### src/rtl/digit_scan_if.sv
// Digit scan bus: run/mask controls in, decoder select/enable and frame pulse out.
interface digit_scan_if;
  logic       run;
  logic [3:0] digit_mask;
  logic [1:0] sel;
  logic       en_n;
  logic       frame_tick;

  // Driver side: owns run/mask and observes the decoder-facing outputs.
  modport master (
    output run,
    output digit_mask,
    input  sel,
    input  en_n,
    input  frame_tick
  );

  // Scan controller side.
  modport slave (
    input  run,
    input  digit_mask,
    output sel,
    output en_n,
    output frame_tick
  );
endinterface

### src/rtl/digit_scan_ctrl.sv
// Time-multiplexed digit scanner feeding a 2-to-4 active-low decoder.
// Each enabled digit is lit PRESCALE cycles, then blanked BLANK cycles; the
// select only moves while the decoder enable is deasserted.
module digit_scan_ctrl #(
  parameter int unsigned PRESCALE = 1000,
  parameter int unsigned BLANK    = 16
) (
  input  logic         clk,
  input  logic         rst_n,
  digit_scan_if.slave  bus
);

  localparam int unsigned ON_W = (PRESCALE > 1) ? $clog2(PRESCALE) : 1;
  localparam int unsigned BL_W = (BLANK > 1) ? $clog2(BLANK) : 1;
  localparam logic [ON_W-1:0] ON_LAST = ON_W'(PRESCALE - 1);
  localparam logic [BL_W-1:0] BL_LAST = BL_W'(BLANK - 1);

  typedef enum logic [1:0] {
    ST_IDLE  = 2'd0,
    ST_ON    = 2'd1,
    ST_BLANK = 2'd2
  } state_t;

  state_t          state_q, state_d;
  logic [1:0]      sel_q, sel_d;
  logic            en_n_q, en_n_d;
  logic            tick_q, tick_d;
  logic [ON_W-1:0] on_cnt_q, on_cnt_d;
  logic [BL_W-1:0] blk_cnt_q, blk_cnt_d;

  logic            abort_c;
  logic [1:0]      nxt_sel_c;
  logic [1:0]      low_sel_c;

  // Next set mask bit above s, wrapping 3->0; s itself if it is the only one.
  function automatic logic [1:0] next_digit(input logic [1:0] s, input logic [3:0] m);
    logic [1:0] r;
    logic [1:0] idx;
    logic       found;
    r     = s;
    found = 1'b0;
    for (int k = 1; k < 4; k++) begin
      idx = s + 2'(k);
      if (!found && m[idx]) begin
        r     = idx;
        found = 1'b1;
      end
    end
    return r;
  endfunction

  // Lowest set mask bit (0 when mask is empty; unused in that case).
  function automatic logic [1:0] lowest_digit(input logic [3:0] m);
    logic [1:0] r;
    r = 2'd0;
    for (int k = 3; k >= 0; k--) begin
      if (m[k]) r = 2'(k);
    end
    return r;
  endfunction

  assign abort_c   = !bus.run || (bus.digit_mask == 4'b0000);
  assign nxt_sel_c = next_digit(sel_q, bus.digit_mask);
  assign low_sel_c = lowest_digit(bus.digit_mask);

  // State, select, enable, pulse and dwell counters.
  always_ff @(posedge clk or negedge rst_n) begin
    if (!rst_n) begin
      state_q   <= ST_IDLE;
      sel_q     <= 2'd0;
      en_n_q    <= 1'b1;
      tick_q    <= 1'b0;
      on_cnt_q  <= '0;
      blk_cnt_q <= '0;
    end else begin
      state_q   <= state_d;
      sel_q     <= sel_d;
      en_n_q    <= en_n_d;
      tick_q    <= tick_d;
      on_cnt_q  <= on_cnt_d;
      blk_cnt_q <= blk_cnt_d;
    end
  end

  // Scan sequencing; abort outranks every dwell transition.
  always_comb begin
    state_d   = state_q;
    sel_d     = sel_q;
    en_n_d    = 1'b1;
    tick_d    = 1'b0;
    on_cnt_d  = on_cnt_q;
    blk_cnt_d = blk_cnt_q;

    case (state_q)
      ST_IDLE: begin
        on_cnt_d  = '0;
        blk_cnt_d = '0;
        if (!abort_c) begin
          state_d = ST_ON;
          sel_d   = low_sel_c;
          en_n_d  = 1'b0;
        end
      end

      ST_ON: begin
        if (abort_c) begin
          state_d   = ST_IDLE;
          on_cnt_d  = '0;
          blk_cnt_d = '0;
        end else if (!bus.digit_mask[sel_q] || (on_cnt_q == ON_LAST)) begin
          state_d   = ST_BLANK;
          on_cnt_d  = '0;
          blk_cnt_d = '0;
        end else begin
          en_n_d   = 1'b0;
          on_cnt_d = on_cnt_q + ON_W'(1);
        end
      end

      ST_BLANK: begin
        if (abort_c) begin
          state_d   = ST_IDLE;
          on_cnt_d  = '0;
          blk_cnt_d = '0;
        end else begin
          // Select advances at the end of the first dead-time cycle.
          if (blk_cnt_q == '0) begin
            sel_d  = nxt_sel_c;
            tick_d = (nxt_sel_c <= sel_q);
          end
          if (blk_cnt_q == BL_LAST) begin
            state_d   = ST_ON;
            en_n_d    = 1'b0;
            on_cnt_d  = '0;
            blk_cnt_d = '0;
          end else begin
            blk_cnt_d = blk_cnt_q + BL_W'(1);
          end
        end
      end

      default: begin
        state_d   = ST_IDLE;
        on_cnt_d  = '0;
        blk_cnt_d = '0;
      end
    endcase
  end

  assign bus.sel        = sel_q;
  assign bus.en_n       = en_n_q;
  assign bus.frame_tick = tick_q;

endmodule
### src/flat_wrapper.sv
// flat-port wrapper written by rule: the top's interface ports become plain ports
module digit_scan_ctrl_flat 
#(
  parameter int unsigned PRESCALE = 1000,
  parameter int unsigned BLANK    = 16
)
  (clk, rst_n, bus_run, bus_digit_mask, bus_sel, bus_en_n, bus_frame_tick);
  digit_scan_if bus_i ();
  input  logic clk;
  input  logic rst_n;
  input wire logic [$bits(bus_i.run)-1:0] bus_run;
  input wire logic [$bits(bus_i.digit_mask)-1:0] bus_digit_mask;
  output wire logic [$bits(bus_i.sel)-1:0] bus_sel;
  output wire logic [$bits(bus_i.en_n)-1:0] bus_en_n;
  output wire logic [$bits(bus_i.frame_tick)-1:0] bus_frame_tick;
  assign bus_i.run = bus_run;
  assign bus_i.digit_mask = bus_digit_mask;
  assign bus_sel = bus_i.sel;
  assign bus_en_n = bus_i.en_n;
  assign bus_frame_tick = bus_i.frame_tick;
  digit_scan_ctrl #(.PRESCALE(PRESCALE), .BLANK(BLANK)) u_core (.clk(clk), .rst_n(rst_n), .bus(bus_i));
endmodule
### config.mk
export PLATFORM = sky130hd
export DESIGN_NAME = digit_scan_ctrl_flat
export DESIGN_NICKNAME = d
export VERILOG_FILES = /design/src/rtl/digit_scan_if.sv /design/src/rtl/digit_scan_ctrl.sv /design/src/flat_wrapper.sv
export SDC_FILE = /design/constraint.sdc
export NUM_CORES = 1
export LEC_CHECK = 0
export ABC_AREA = 0
export BUFFER_PORTS_ARGS = -buffer_cell sky130_fd_sc_hd__buf_2
export CAP_MARGIN = 20
export CORE_ASPECT_RATIO = 0.9
export CORE_MARGIN = 4
export CORE_UTILIZATION = 45
export DETAILED_ROUTE_END_ITERATION = 12
export PLACE_DENSITY_LB_ADDON = 0.15
export SLEW_MARGIN = 20
export SYNTH_ARGS = -nofsm -noshare
export SYNTH_HDL_FRONTEND = slang
export SYNTH_SLANG_ARGS = --single-unit
### constraint.sdc
create_clock -name clk -period 2.1 [get_ports clk]
set_clock_uncertainty 0.1 [all_clocks]
set_input_delay 0.21 -clock clk [delete_from_list [all_inputs] [get_ports clk]]
set_output_delay 0.21 -clock clk [all_outputs]
set_load 0.005 [all_outputs]
## Word-level counts from Yosys, hierarchy flattened

Cells that the tools add are included.

| operators by class | value |
|---|---|
| add/sub/neg operators | 5 |
| magnitude comparators | 5 |
| equal/unequal tests | 9 |
| muxes and demuxes | 46 |
| reductions and logical operators | 14 |

Operator list:

| operator | number |
|---|---|
| $mux W10 | 4 |
| $mux W2 | 15 |
| $pmux W10 S2 | 1 |
| $mux W4 | 4 |
| $mux W1 | 14 |
| $lt A2 B3 Y1 const B | 4 |
| $add A10 B1 Y10 const B | 1 |
| $eq A10 B10 Y1 const B | 1 |
| $bmux W1 S2 | 4 |
| $logic_not A4 Y1 | 2 |
| $pmux W4 S2 | 1 |
| $ne A3 B1 Y1 const B | 2 |
| $pmux W2 S3 | 1 |
| $add A2 B2 Y2 const B | 2 |
| $add A4 B1 Y4 const B | 1 |
| $eq A4 B4 Y1 const B | 1 |
| $logic_not A1 Y1 | 4 |
| $ne A2 B2 Y1 const B | 2 |
| $pmux W2 S2 | 1 |
| $reduce_and A4 Y1 | 1 |
| $pmux W1 S3 | 1 |
| $reduce_and A3 Y1 | 1 |
| $add A2 B1 Y2 const B | 1 |
| $eq A2 B1 Y1 const B | 1 |
| other kinds (7) | 9 |

| storage, ports and cells | value |
|---|---|
| register bits after elaboration | 20 |
| input port bits | 7 |
| output and inout bits | 4 |
| logic and storage cells | 85 |

## Longest topological paths before layout

| logic depth | value |
|---|---|
| depth in word-level cells | 14 |
| gate-level depth with buffers | 8 |

## Worst setup path after synthesis

OpenSTA, ideal clock, no wires.

| timing path | value |
|---|---|
| path kind | register to register |
| start point | reg u_core.sel_q[1] (netlist: u_core.bus.sel[1]) |
| end point | reg u_core.state_q[1] |
| arrival time | 1,675 ps |
| setup slack | 204 ps |
| stages on the path, launching flop included | 6 |
| buffers on the path | 1 |
| period minus slack after synthesis | 1,896 ps |
| cells stage by stage | dfrtp_1 buf_4 mux4_2 o31a_1 a211o_1 a22o_1 |

| on the way | value |
|---|---|
| cells in the longest elaborated chain, start to end | 6 |

RTL lines:

| what | line | text |
|---|---|---|
| start, declared | digit_scan_ctrl.sv:25 | `logic [1:0] sel_q, sel_d;` |
| start signal, assigned | digit_scan_ctrl.sv:77 | `sel_q <= sel_d;` |
| $bmux W1 S2 | digit_scan_ctrl.sv:110 | `end else if (!bus.digit_mask[sel_q] \|\| (on_cnt_q == ON_LAST)) begin` |
| $mux W1 (implied by the code) | digit_scan_ctrl.sv:110 |  |
| $logic_not A1 Y1 | digit_scan_ctrl.sv:110 |  |
| $logic_or A1 B1 Y1 | digit_scan_ctrl.sv:110 |  |
| $ne A3 B1 Y1 (no source line) | n/a |  |
| $reduce_and A3 Y1 (no source line) | n/a |  |
| end signal, assigned | digit_scan_ctrl.sv:76 | `state_q <= state_d;` |
| end, declared | digit_scan_ctrl.sv:24 | `state_t state_q, state_d;` |

Every way passes these cells. The select of a mux whose other input is x is not followed.
A chain may end at the register's enable or synchronous reset.

## Final worst setup path

| timing path | value |
|---|---|
| start point | reg u_core.sel_q[0] (netlist: u_core.bus.sel[0]) |
| end point | reg u_core.on_cnt_q[5] |

| on the way | value |
|---|---|
| cells in the longest elaborated chain, start to end | 7 |

RTL lines:

| what | line | text |
|---|---|---|
| $bmux W1 S2 | digit_scan_ctrl.sv:110 |  |
| $mux W1 (implied by the code) | digit_scan_ctrl.sv:110 |  |
| $logic_not A1 Y1 | digit_scan_ctrl.sv:110 |  |
| $logic_or A1 B1 Y1 | digit_scan_ctrl.sv:110 |  |
| $mux W10 | digit_scan_ctrl.sv:110 |  |
| $mux W10 | digit_scan_ctrl.sv:106 | `if (abort_c) begin` |
| $pmux W10 S2 | digit_scan_ctrl.sv:94 | `case (state_q)` |
| end signal, assigned | digit_scan_ctrl.sv:80 | `on_cnt_q <= on_cnt_d;` |
| end, declared | digit_scan_ctrl.sv:28 | `logic [ON_W-1:0] on_cnt_q, on_cnt_d;` |

Every way passes these cells. The select of a mux whose other input is x is not followed.

==> flow_metrics.py <==
metrics = {
    "critical_path": {
        "crit_type": "reg -> reg",
        "worstPathArrival_ps": 2090,
        "cp.required_ps": 2240,
        "crit_fanout": 9,
        "cp-start-kind": "flop",
        "r2r_start": "u_core.bus.sel[0]$_DFFE_PN0P_",
        "crit_start": "u_core.bus.sel[0]$_DFFE_PN0P_",
        "cp-end-kind": "flop",
    },
    "global_routing": {
        "grt_first_pass_wirelength_um": 5290,
        "grt_max_degree": 21,
        "antenna_found_initial": 0,
        "first_global_vias": 1136,
        "grt_usage": 0.173,
        "grt-ovfl-total": 0,
    },
    "clock_tree": {
        "numCtsBuffers": 3,
        "clk_pin_slew_worst_paths_ps": 120,
        "htreeDepth": 1,
        "cts.sinks": 20,
        "clk_latency_ps": 310,
        "clock_path_buffers": 2,
        "cts_tree": "built",
        "cts-root-buf": "clkbuf_4",
    },
    "timing": {
        "rsz0062_at_grt": "false",
        "tns_ps": 0,
        "fin_hold_ws_ps": 209,
        "finalCritPeriodShare": 0.931,
        "max_slew_margin": 0.634,
        "hold_viol_final": 0,
        "maxSlewViolCount": 0,
        "tightest_slew_ps": 546,
        "clock.fmax_mhz": 512,
        "setup_viol": 0,
        "period_minus_slack_ps": 1950,
    },
    "synth": {
        "synthTopCellsByArea": "dfrtp_1 (35%), ha_1 (8.3%), nand2_1 (3.9%)",
        "synthArstFlopShare": 1.00,
        "synth_edf_count": 0,
        "synth_top_area_share": 0.350,
        "yosysSeqAreaShare": 0.369,
        "syn_area_sq_um": 1360,
        "synth_flop_cell": "dfrtp_1",
        "yosys.area.top_type": "dfrtp_1",
        "synth_cells": 150,
        "avgSynthCellArea_sq_um": 9.06,
        "synthTopCellsByCount": "dfrtp_1 (19), nand2_1 (14), inv_1 (10)",
        "synth_warnings": 0,
        "syn_nets": 166,
        "yosysMostFrequentCell": "dfrtp_1",
        "ys_types": 44,
        "synth-seq-cells": 20,
    },
    "worst_hold_path": {
        "min_from": "bus_digit_mask[0]",
        "min_path_type": "in -> reg",
    },
    "die": {
        "coreArea_sq_um": 2820,
        "fp-row-count": 18,
        "start_util": 0.483,
        "die_height_um": 60.1,
        "die_area_sq_um": 3960,
        "die_w_um": 65.9,
        "ioPinCount": 11,
    },
    "cells_and_area": {
        "syn_to_final_growth_pct": 12.5,
        "fin_nets": 183,
        "drive_gt1_frac": 0.163,
        "antenna-diode-count": 0,
        "fill_cells": 271,
        "layoutNonFillerInstCount": 206,
    },
    "drt": {
        "via_count": 1239,
        "drcViolationCount": 0,
        "drt-total-wl_um": 3170,
        "drtIter0Drc": 119,
        "ant_nets": 0,
        "dr.pass1.iters": 4,
        "routedWlPerCell_um": 15.4,
        "vias_per_cell": 6.01,
    },
    "power_and_ir_drop": {
        "p_leak_nw": 0.645,
        "powerDensity_nw_per_um2": 973,
        "ir_worst_vdd_v": 0.000412,
    },
    "job": {
        "maxCapViolCount": 0,
    },
    "status": {
        "status": "complete, no violations",
    },
    "place": {
        "routabilityCongestion": 0.820,
        "port_buffers": 10,
        "dp_cells": 201,
        "place_hpwl_um": 2300,
    },
}
[layout make-up]
| type | instances | area (sq um) | share of cell area |
|---|---|---|---|
| multi-input combinational | 114 | 791 | 0.517 |
| sequential | 20 | 502 | 0.328 |
| timing repair buffer | 18 | 113 | 0.0736 |
| tap | 40 | 50.0 | 0.0327 |
| inverter | 10 | 37.5 | 0.0245 |
| clock buffer | 4 | 36.3 | 0.0237 |
[what timing repair did]
item	CTS	global route
buffers inserted	0	0
resized for setup	0	1
endpoints found under the hold margin	19	0
hold buffers	1	0
setup endpoints to repair	0	3
[cell usage in the layout, fill, tap and decap left out, drive strengths merged, types with 2 or more instances in the layout]
cell     instances
inv             10
and3             3
o21ai            7
o211ai           4
a22o             2
and2             2
nand2           14
a32o             2
a31oi            3
buf             17
nor2b            5
nor3             7
o22ai            5
nor2             6
o31ai            3
a21oi            4
mux2i            2
o2bb2ai          2
o21a             3
clkbuf           4
o311ai           2
dfrtp           19
ha               9
nand3            5
nand2b           3
nand4            5
[sequential cells by signal (all words and copies together), names as in the netlist]
signal and count:
u_core.bus.frame_tick 1, u_core.state_q 2, u_core.on_cnt_q 10, u_core.blk_cnt_q 4, u_core.bus.sel 2, u_core.bus.en_n 1
[worst max-delay path, cell delays in order (launching register included)]
cell     delay (ps)
dfrtp_1         520
mux4_2          300
o31a_1          330
nand3_1         250
buf_4           220
o22ai_1         170
[metrics by stage]
step / setup WS (ps) / power, mW / cell area, sq um / utilization
final: 146 / 1.49 / 1530 / 0.543
after global routing: 5.90 / 1.60 / 1530 / 0.543
after CTS: 51.5 / 1.48 / 1520 / 0.541
after detailed placement: 64.8 / 1.25 / 1480 / 0.525
after global placement: 139 / 1.23 / 1480 / 0.525
after floorplan: 204 / 1.05 / 1360 / -
[layer usage]
layer | global-route usage | share of wire | vias up
li1 | - | - | 601
met1 | 0.251 | 0.50 | 598
met2 | 0.264 | 0.44 | 38
met3 | 0.0470 | 0.060 | 2
met4 | 0.0178 | 0.0013 | 0
met5 | 0 | 0 | -
[final timing paths]
path / endpoint / slack [ps] / depth (start not counted)
worst max-delay path: u_core.on_cnt_q[5]$_DFFE_PN0P_ / 150 / 5
worst min-delay path: u_core.bus.sel[1]$_DFFE_PN0P_ / 210 / 4
worst max register to register: u_core.on_cnt_q[5]$_DFFE_PN0P_ / 150 / 5
worst min register to register: u_core.on_cnt_q[1]$_DFFE_PN0P_ / 420 / 2
max in group asynchronous: u_core.bus.en_n$_DFF_PN1_ / 1300 / 2
min in group asynchronous: u_core.bus.sel[0]$_DFFE_PN0P_ / 260 / 2
[cell families after synthesis]
logic type,count (synthesis),synth area share
AND/OR/NAND/NOR,57,0.226
AO/OA/AOI/OAI,45,0.239
flip-flops,20,0.369
buffers and inverters,16,0.0525
adder cells (fa/ha/maj),9,0.0829
multiplexers,3,0.0313
[power breakdown]
| part | total [mW] | switching (mW) | leakage, nW | internal, mW |
|---|---|---|---|---|
| logic | 0.736 | 0.412 | 0.355 | 0.324 |
| clock network | 0.231 | 0.126 | 0.0210 | 0.106 |
| registers | 0.521 | 0.0664 | 0.268 | 0.454 |
| total | 1.49 | 0.604 | 0.645 | 0.885 |
(Power assumes the default switching activity.)
